[config.mk]
export PLATFORM = sky130hd
export DESIGN_NAME = instr_encoder
export DESIGN_NICKNAME = d
export VERILOG_FILES = /design/src/rtl/instr_pkg.sv /design/src/rtl/sync_fifo.sv /design/src/rtl/instr_encoder.sv
export SDC_FILE = /design/constraint.sdc
export NUM_CORES = 1
export LEC_CHECK = 0
export ABC_CLOCK_PERIOD_IN_PS = 2540
export BUFFER_PORTS_ARGS = -buffer_cell sky130_fd_sc_hd__buf_2
export CAP_MARGIN = 20
export CORE_MARGIN = 1
export CORE_UTILIZATION = 30
export CTS_CLUSTER_SIZE = 12
export DETAILED_ROUTE_END_ITERATION = 12
export GPL_TIMING_DRIVEN = 0
export HOLD_SLACK_MARGIN = 0.12
export PLACE_DENSITY_LB_ADDON = 0.15
export SYNTH_ARGS = -nofsm -noshare
export SYNTH_HDL_FRONTEND = slang
export SYNTH_SLANG_ARGS = --single-unit
export TNS_END_PERCENT = 30
[constraint.sdc]
create_clock -name clk -period 2.54 [get_ports clk]
set_input_delay 0.381 -clock clk [delete_from_list [all_inputs] [get_ports clk]]
set_output_delay 0.381 -clock clk [all_outputs]
set_load 0.02 [all_outputs]
[src/rtl/instr_pkg.sv]
// Shared encoding definitions for the 24-bit instruction word.
// Consumed by instr_encoder and kept in step with control_unit.
package instr_pkg;

    localparam int unsigned INSTR_W = 24;

    localparam logic [1:0] CLS_ALU = 2'b00;
    localparam logic [1:0] CLS_LDI = 2'b01;
    localparam logic [1:0] CLS_MEM = 2'b10;
    localparam logic [1:0] CLS_BR  = 2'b11;

    localparam logic [2:0] COND_AL  = 3'b000;
    localparam logic [2:0] COND_EQ  = 3'b001;
    localparam logic [2:0] COND_NE  = 3'b010;
    localparam logic [2:0] COND_LT  = 3'b011;
    localparam logic [2:0] COND_GE  = 3'b100;
    localparam logic [2:0] COND_MAX = COND_GE;

    // Reserved: the decoder treats this op as "ALU idle".
    localparam logic [5:0] ALU_IDLE = 6'b111111;

    localparam int unsigned CLS_LSB  = 22;
    localparam int unsigned COND_LSB = 12;
    localparam int unsigned RD_LSB   = 12;
    localparam int unsigned RS_LSB   = 10;
    localparam int unsigned ALU_LSB  = 4;
    localparam int unsigned IMM_LSB  = 0;

    function automatic logic is_legal(
        input logic [1:0] cls,
        input logic [5:0] alu_op,
        input logic [2:0] cond
    );
        logic ok;
        ok = 1'b1;
        if (cls == CLS_ALU && alu_op == ALU_IDLE) ok = 1'b0;
        if (cls == CLS_BR && cond > COND_MAX)     ok = 1'b0;
        return ok;
    endfunction

    function automatic logic [INSTR_W-1:0] pack_instr(
        input logic [1:0]  cls,
        input logic [1:0]  rd,
        input logic [1:0]  rs,
        input logic [5:0]  alu_op,
        input logic [11:0] imm,
        input logic        mem_wr,
        input logic [2:0]  cond
    );
        logic [INSTR_W-1:0] w;
        w = '0;
        w[CLS_LSB +: 2] = cls;
        unique case (cls)
            CLS_ALU: begin
                w[RD_LSB +: 2]  = rd;
                w[RS_LSB +: 2]  = rs;
                w[ALU_LSB +: 6] = alu_op;
            end
            CLS_LDI: begin
                w[RD_LSB +: 2]   = rd;
                w[IMM_LSB +: 12] = imm;
            end
            CLS_MEM: begin
                // imm[11] has no slot; bit 0 carries the store flag.
                w[RD_LSB +: 2] = rd;
                w[11:1]        = imm[10:0];
                w[0]           = mem_wr;
            end
            default: begin
                w[COND_LSB +: 3] = cond;
                w[IMM_LSB +: 12] = imm;
            end
        endcase
        return w;
    endfunction

endpackage

[src/rtl/sync_fifo.sv]
// Count-based synchronous FIFO; head entry is read straight from storage.
// Storage is cleared on reset so the head reads zero while empty after reset.
module sync_fifo #(
    parameter int unsigned DEPTH = 4,
    parameter int unsigned WIDTH = 24
) (
    input  logic             clk,
    input  logic             rst,
    input  logic             push,
    input  logic             pop,
    input  logic [WIDTH-1:0] wdata,
    output logic [WIDTH-1:0] rdata,
    output logic             full,
    output logic             empty
);

    localparam int unsigned PTR_W = $clog2(DEPTH);
    localparam int unsigned CNT_W = PTR_W + 1;

    logic [WIDTH-1:0] mem_q [DEPTH];
    logic [WIDTH-1:0] mem_d [DEPTH];
    logic [PTR_W-1:0] wr_ptr_q, wr_ptr_d;
    logic [PTR_W-1:0] rd_ptr_q, rd_ptr_d;
    logic [CNT_W-1:0] count_q, count_d;
    logic             push_ok, pop_ok;

    assign full    = (count_q == CNT_W'(DEPTH));
    assign empty   = (count_q == '0);
    assign push_ok = push && !full;
    assign pop_ok  = pop && !empty;
    assign rdata   = mem_q[rd_ptr_q];

    always_comb begin
        mem_d    = mem_q;
        wr_ptr_d = wr_ptr_q;
        rd_ptr_d = rd_ptr_q;
        count_d  = count_q;
        if (push_ok) begin
            mem_d[wr_ptr_q] = wdata;
            wr_ptr_d        = wr_ptr_q + 1'b1;
        end
        if (pop_ok) begin
            rd_ptr_d = rd_ptr_q + 1'b1;
        end
        case ({push_ok, pop_ok})
            2'b10:   count_d = count_q + 1'b1;
            2'b01:   count_d = count_q - 1'b1;
            default: count_d = count_q;
        endcase
    end

    always_ff @(posedge clk) begin
        if (rst) begin
            mem_q    <= '{default: '0};
            wr_ptr_q <= '0;
            rd_ptr_q <= '0;
            count_q  <= '0;
        end else begin
            mem_q    <= mem_d;
            wr_ptr_q <= wr_ptr_d;
            rd_ptr_q <= rd_ptr_d;
            count_q  <= count_d;
        end
    end

endmodule

[src/rtl/instr_encoder.sv]
// Validates and packs decoded instruction fields, queues the 24-bit words and
// streams them with sequential program addresses to the instruction memory.
module instr_encoder
    import instr_pkg::*;
#(
    parameter int unsigned DEPTH  = 4,
    parameter int unsigned ADDR_W = 8
) (
    input  logic              clk,
    input  logic              rst,
    input  logic              in_valid,
    output logic              in_ready,
    input  logic [1:0]        in_class,
    input  logic [1:0]        in_rd,
    input  logic [1:0]        in_rs,
    input  logic [5:0]        in_alu_op,
    input  logic [11:0]       in_imm,
    input  logic              in_mem_wr,
    input  logic [2:0]        in_cond,
    input  logic              restart,
    output logic              out_valid,
    input  logic              out_ready,
    output logic [23:0]       out_code,
    output logic [ADDR_W-1:0] out_addr,
    output logic              err_illegal,
    output logic [7:0]        err_count
);

    logic              clr;
    logic              accept, legal, push, pop;
    logic              fifo_full, fifo_empty;
    logic [23:0]       packed_word;
    logic [ADDR_W-1:0] addr_q, addr_d;
    logic              err_q, err_d;
    logic [7:0]        err_cnt_q, err_cnt_d;

    // restart behaves exactly like reset and overrides any handshake.
    assign clr = rst | restart;

    assign in_ready    = !fifo_full;
    assign out_valid   = !fifo_empty;
    assign accept      = in_valid && in_ready;
    assign legal       = is_legal(in_class, in_alu_op, in_cond);
    assign push        = accept && legal;
    assign pop         = out_valid && out_ready;
    assign packed_word = pack_instr(in_class, in_rd, in_rs, in_alu_op, in_imm,
                                    in_mem_wr, in_cond);

    always_comb begin
        addr_d    = addr_q;
        err_d     = accept && !legal;
        err_cnt_d = err_cnt_q;
        if (pop) addr_d = addr_q + 1'b1;
        if (err_d && err_cnt_q != 8'hFF) err_cnt_d = err_cnt_q + 1'b1;
    end

    always_ff @(posedge clk) begin
        if (clr) begin
            addr_q    <= '0;
            err_q     <= 1'b0;
            err_cnt_q <= '0;
        end else begin
            addr_q    <= addr_d;
            err_q     <= err_d;
            err_cnt_q <= err_cnt_d;
        end
    end

    sync_fifo #(
        .DEPTH(DEPTH),
        .WIDTH(24)
    ) u_fifo (
        .clk  (clk),
        .rst  (clr),
        .push (push),
        .pop  (pop),
        .wdata(packed_word),
        .rdata(out_code),
        .full (fifo_full),
        .empty(fifo_empty)
    );

    assign out_addr    = addr_q;
    assign err_illegal = err_q;
    assign err_count   = err_cnt_q;

endmodule

=== Word-level counts from Yosys, hierarchy flattened ===
Cells that the tools add are included.

* $add $sub $neg: 6
* $mul: 0
* Divide/modulo/power cells: 0
* $lt $le $gt $ge: 4
* Equality and inequality tests: 8
* Shift-type cells: 0
* Muxes and demuxes: 12
* Bitwise logic cells: 3
* Reduce and logical (&&, ||, !) cells: 17

{| class="wikitable"
|+ Operators by type and width
! kind !! count
|-
| 96-bit bitwise mux || 1
|-
| 24-bit two-way mux || 3
|-
| 24-bit binary-select mux with 2-bit select || 1
|-
| 24-bit demux with 2-bit select || 1
|-
| 10-bit case mux with 3 select lines || 1
|-
| 8-bit by 1-bit adder with 8-bit output (second input constant) || 2
|-
| 1-bit logical AND || 10
|-
| 8-bit inequality test (second input constant) || 1
|-
| 4-bit case mux with 2 select lines || 1
|-
| 2-bit equality test (second input constant) || 3
|-
| 6-bit equality test (second input constant) || 1
|-
| 3-bit >= comparator (second input constant) || 2
|-
| 2-bit inverter with 3-bit output || 2
|-
| 3-bit case mux with 2 select lines || 1
|-
| 2-bit by 1-bit adder with 2-bit output (second input constant) || 2
|-
| 2-bit by 1-bit equality test with 1-bit output (second input constant) || 2
|-
| 3-bit by 1-bit adder with 3-bit output (second input constant) || 1
|-
| 3-bit equality test (second input constant) || 1
|-
| 3-bit > comparator (second input constant) || 1
|-
| 1-bit logical NOT || 3
|-
| 3-bit logical NOT || 1
|-
| 3-bit by 1-bit < comparator with 1-bit output (second input constant) || 1
|-
| 1-bit two-way mux || 3
|-
| 3-bit OR reduction || 1
|-
| other kinds (4) || 4
|}

* Register bits: 120
* Latch bits: 0
* Bits in writable memories: 0
* Bits in read-only memories: 0
* Input port bits: 33
* Output and inout bits: 43
* Word-level logic and storage cells: 60
* Memories: 0

=== Longest topological paths before layout ===
* Depth in word-level cells: 8
* Depth in mapped cells: 11
* Mapped depth without buffers: 9

=== Cells and area by module ===
Synthesis repeated with hierarchy kept, for this count alone.

* Cell total of the unflattened synthesis: 558
* Area total of the unflattened synthesis: 5913.2 sq um

{| class="wikitable"
|+ Modules (own cells, without submodules)
! module !! instances !! cells an instance !! area an instance (sq um) !! sequential area each (sq um)
|-
| sync_fifo || 1 || 418 || 4797.1 || 2062.0
|-
| instr_encoder || 1 || 140 || 1116.1 || 340.3
|}

=== Worst setup path after synthesis ===
No wires, ideal clock.

* Path type: in2reg
* From: input port in_class[0]
* To: register u_fifo.count_q[2]
* Setup time: 0.070 ns
* Arrival time: 2.327 ns
* Data required time: 2.470 ns
* Setup slack: 0.143 ns
* Cell stages on the path: 11
* Path buffers: 2
* Cell sequence: clkbuf_1 o2111ai_1 and3_4 buf_6 nand2_1 ha_1 inv_1 fa_1 xor2_1 or3_1 a21oi_1

* Longest elaborated chain between the ends: 8
* Elaborated cells on any way between the ends: 12
* Those cells by class: eq/ne (3); mux (3); reduce/logical (6)

{| class="wikitable"
|+ Ends and longest elaborated chain
! item !! RTL line !! RTL
|-
| from (decl) || instr_encoder.sv:13 || <nowiki>input logic [1:0] in_class,</nowiki>
|-
| 2-bit logical NOT || instr_pkg.sv:36 || <nowiki>if (cls == CLS_ALU && alu_op == ALU_IDLE) ok = 1'b0;</nowiki>
|-
| 1-bit logical AND || instr_pkg.sv:36 ||
|-
| 1-bit two-way mux || instr_pkg.sv:36 ||
|-
| 1-bit two-way mux (*) || instr_pkg.sv:37 || <nowiki>if (cls == CLS_BR && cond > COND_MAX) ok = 1'b0;</nowiki>
|-
| 1-bit logical AND (*) || instr_encoder.sv:44 || <nowiki>assign push = accept && legal;</nowiki>
|-
| 1-bit logical AND (*) || sync_fifo.sv:29 || <nowiki>assign push_ok = push && !full;</nowiki>
|-
| 2-bit by 1-bit equality test with 1-bit output or 2-bit equality test (tied branches) || sync_fifo.sv:45 || <nowiki>case ({push_ok, pop_ok})</nowiki>
|-
| 3-bit case mux with 2 select lines or 2-bit nonzero test (tied branches) || - ||
|-
| to (signal assigned) || sync_fifo.sv:62 || <nowiki>count_q <= count_d;</nowiki>
|-
| to (decl) || sync_fifo.sv:24 || <nowiki>logic [CNT_W-1:0] count_q, count_d;</nowiki>
|}

Mark *: on every way between the ends. The rest lies on a longest branch, timed or not.
A chain may end at the register's enable or synchronous reset.

=== Final worst setup path ===
* From: register u_fifo.count_q[0]
* To: register u_fifo.count_q[2]

* Longest elaborated chain between the ends: 7
* Elaborated cells on any way between the ends: 15
* Those cells by class: add/sub (2); eq/ne (3); mux (1); reduce/logical (9)

{| class="wikitable"
|+ Ends and longest elaborated chain
! item !! RTL line !! RTL
|-
| 3-bit equality test || sync_fifo.sv:27 || <nowiki>assign full = (count_q == CNT_W'(DEPTH));</nowiki>
|-
| 1-bit logical NOT || sync_fifo.sv:29, instr_encoder.sv:40 ||
|-
| 1-bit logical AND || instr_encoder.sv:42 || <nowiki>assign accept = in_valid && in_ready;</nowiki>
|-
| 1-bit logical AND || instr_encoder.sv:44 ||
|-
| 1-bit logical AND || sync_fifo.sv:29 ||
|-
| 2-bit by 1-bit equality test with 1-bit output or 2-bit equality test (tied branches) || sync_fifo.sv:45 ||
|-
| 3-bit case mux with 2 select lines or 2-bit nonzero test (tied branches) || - ||
|}

Several ways; a longest one is shown, not always the timed one.

==> impl_metrics.ini <==
[power_and_ir_drop]
max-vdd-ir-drop_mv = 0.379
power.density_mw_per_mm2 = 565
leakage_nw = 2.07

[setup_path]
crit-reg2reg-launch = u_fifo.count_q[0]$_SDFFE_PP0P_
crit_slowest_cell = or3b_1
worst_setup_path_end_kind = register
r2r-end = u_fifo.count_q[2]$_SDFFE_PP0P_
critPathTopFamily = simple AND/OR/NAND/NOR gates
cp.arrival_ns = 2.73
cp_cell_sequence = or3b_1, buf_6, and3_4, buf_6, nand2_1, ha_2, inv_1, fa_2, xor2_1, or3_1, a21oi_1
crit_required_ns = 2.81
crit_path_max_fanout = 7
worst_setup_path_start_kind = register
path_common_cell = buf_6
cp-startpoint = u_fifo.count_q[0]$_SDFFE_PP0P_
critPathMaxStageDelay_ns = 0.39
critPathKind = register to register
reg2reg_slack_ns = 0.09
worst-path-stages = 11
crit_end = u_fifo.count_q[2]$_SDFFE_PP0P_
worstRegToRegCells = 11
crit_buf_inv = 3

[synth]
synth_edf_count = 0
netlist_area_mm2 = 0.00449
synth.distinct_cells = 45
ys_ff_latch = 92
synth.avg_cell_area_um2 = 9.94
yosysSeqAreaShare_pct = 41.0
synth_area_leaders = dfxtp_1 (41%), mux2i_1 (17%), nand2_1 (8.7%)
yosysTopAreaCellShare_pct = 41.0
ys.flop_type = dfxtp_1
ys_warn_count = 0
async_flop_share_pct = 0
synth_top_area_cell = dfxtp_1
synthCells = 452

[placement]
gp_congestion = 0.802
port_buffers = 67
place_hpwl_mm = 8.67
placed_area_mm2 = 0.00508

[cts]
root_buffer = clkbuf_16
htreeDepth = 3
insertion_delay_ns = 0.35
clk_pin_slew_ns = 0.07
cts_sinks = 92
cts_tree = built
cts.path.max_buffers = 2
numCtsBuffers = 9

[grt]
grt_max_degree = 17
overflow = 0
grt_pass1_wl_mm = 19.3
grt_pass1_vias = 3572
groute.usage.overall_pct = 16.2
antenna_found_initial = 3

[min_path]
hold_class = register to register

[detailed_routing]
met3_length_um = 522
routed.top_layer = met5
drtIter0Drc = 154
wl_met2_mm = 5.74
avgViaCountPerCell = 4.85
via_count = 3521
wire_per_inst_um = 16.7
drc = 0
antenna_left = 0
drt_wl_total_mm = 12.1
dr.pass1.iters = 6
met1_length_mm = 5.66

[floorplan]
start_util_pct = 30.8
rows = 44
dieArea_mm2 = 0.0155
core-area_mm2 = 0.0146
ios = 76
die_h_um = 124
die_w_um = 124

[sta]
finClkSkew_ns = 0.00549
tightest_slew_ns = 0.763
hold_violations = 0
fmax_ghz = 0.407
post-route-period-util_pct = 96.6
relSlewSlack_pct = 49.1
rsz0062_at_grt = false
finalSetupTns_ns = 0
finalSetupViolCount = 0
slew_violations = 0
fin_crit_ns = 2.45

[outcome]
status = completed

[final_layout]
drive_gt1_share_pct = 25.0
layout_commonest_cell = nand2_1
postLayoutCellArea_mm2 = 0.00537
multi_input_area_mm2 = 0.00238
nets = 576
regArea_mm2 = 0.00184
area_delta_synth_final_pct = 19.6
fillers = 1477
most-common-layout-cells = nand2_1 (104), dfxtp_1 (90), mux2i_1 (77)

[flow_run]
drv_cap = 0
[sequential cells by signal (all words and copies together) (netlist names)]
register	cells
err_count	8
u_fifo.wr_ptr_q	2
u_fifo.count_q	3
err_illegal	1
out_addr	8
u_fifo.rd_ptr_q	2
u_fifo.mem_q	68
[final cells by class]
type,instances,share of cell area [%]
timing repair buffer,67,6.24
buffer,36,5.01
inverter,8,0.559
tap,184,4.29
clock buffer,9,4.19
antenna,2,0.0932
clock inverter,7,0.932
multi-input combinational,321,44.4
sequential,92,34.3
[cell usage after synthesis (all sizes together), types with 6 or more instances]
cell    number
nand4        7
dfxtp       92
mux2i       77
inv          8
nor2        16
o21ai       16
buf         20
a21oi       11
mux4        17
nand2      104
clkbuf      17
xor2         6
ha           7
nand3        7
[how the worst min path moves through the flow]
stage,end,cells after the start,slack [ns],from
2_1_floorplan,u_fifo.mem_q[24]$_SDFFE_PP0P_,2,0.43,u_fifo.mem_q[24]$_SDFFE_PP0P_
3_3_place_gp,u_fifo.mem_q[62]$_SDFFE_PP0P_,2,0.44,u_fifo.mem_q[62]$_SDFFE_PP0P_
3_5_place_dp,u_fifo.mem_q[10]$_SDFFE_PP0P_,2,0.45,u_fifo.mem_q[10]$_SDFFE_PP0P_
4_1_cts,u_fifo.mem_q[10]$_SDFFE_PP0P_,2,0.46,u_fifo.mem_q[10]$_SDFFE_PP0P_
5_1_grt,u_fifo.mem_q[34]$_SDFFE_PP0P_,2,0.48,u_fifo.mem_q[34]$_SDFFE_PP0P_
6_report,u_fifo.mem_q[38]$_SDFFE_PP0P_,2,0.45,u_fifo.mem_q[38]$_SDFFE_PP0P_
[stage by stage]
stage / std cells / hold WS [ns] / utilization [%] / power [mW] / setup slack (ns)
after floorplan: 458 / 0.432 / - / 1.69 / 0.143
after global placement: 709 / 0.439 / 34.8 / 1.80 / -0.421
after detailed placement: 709 / 0.447 / 34.8 / 1.80 / -0.418
after CTS: 724 / 0.457 / 36.7 / 3.08 / 0.00170
after global routing: 724 / 0.476 / 36.8 / 3.16 / 0.00198
final: 726 / 0.453 / 36.8 / 3.04 / 0.0851
[tightest hold or removal path: stages (launching register included)]
cell and delay [ns]:
dfxtp_1 0.31, nand2_1 0.05, mux2i_1 0.05
[routing by layer]
metal  up-vias  track usage, %
li1       1736               -
met1      1693            20.1
met2        71            27.1
met3        17            4.47
met4         4            4.96
met5         -               0
[repair_timing]
item	in CTS	in global routing
hold buffers	0	0
buffers inserted	0	0
pin swaps	0	0
endpoints found under the setup margin	10	9
resized for setup	4	4
[where the power goes]
| part | leakage, nW | switching [mW] | internal, mW | total (mW) |
|---|---|---|---|---|
| Sequential | 0.743 | 0.00957 | 1.46 | 1.47 |
| Clock | 0.140 | 0.604 | 0.669 | 1.27 |
| Combinational | 1.19 | 0.182 | 0.115 | 0.297 |
[cell families after synthesis]
group | count (synthesis) | share of synthesized area (%)
multiplexers | 96 | 26.2
AO/OA/AOI/OAI | 43 | 5.96
AND/OR/NAND/NOR | 157 | 15.9
adder cells (fa/ha/maj) | 8 | 2.39
other | 1 | 0.0835
XOR/XNOR | 10 | 1.95
buffers and inverters | 45 | 6.57
flip-flops | 92 | 41.0
Power figures use the tool's default switching activity.
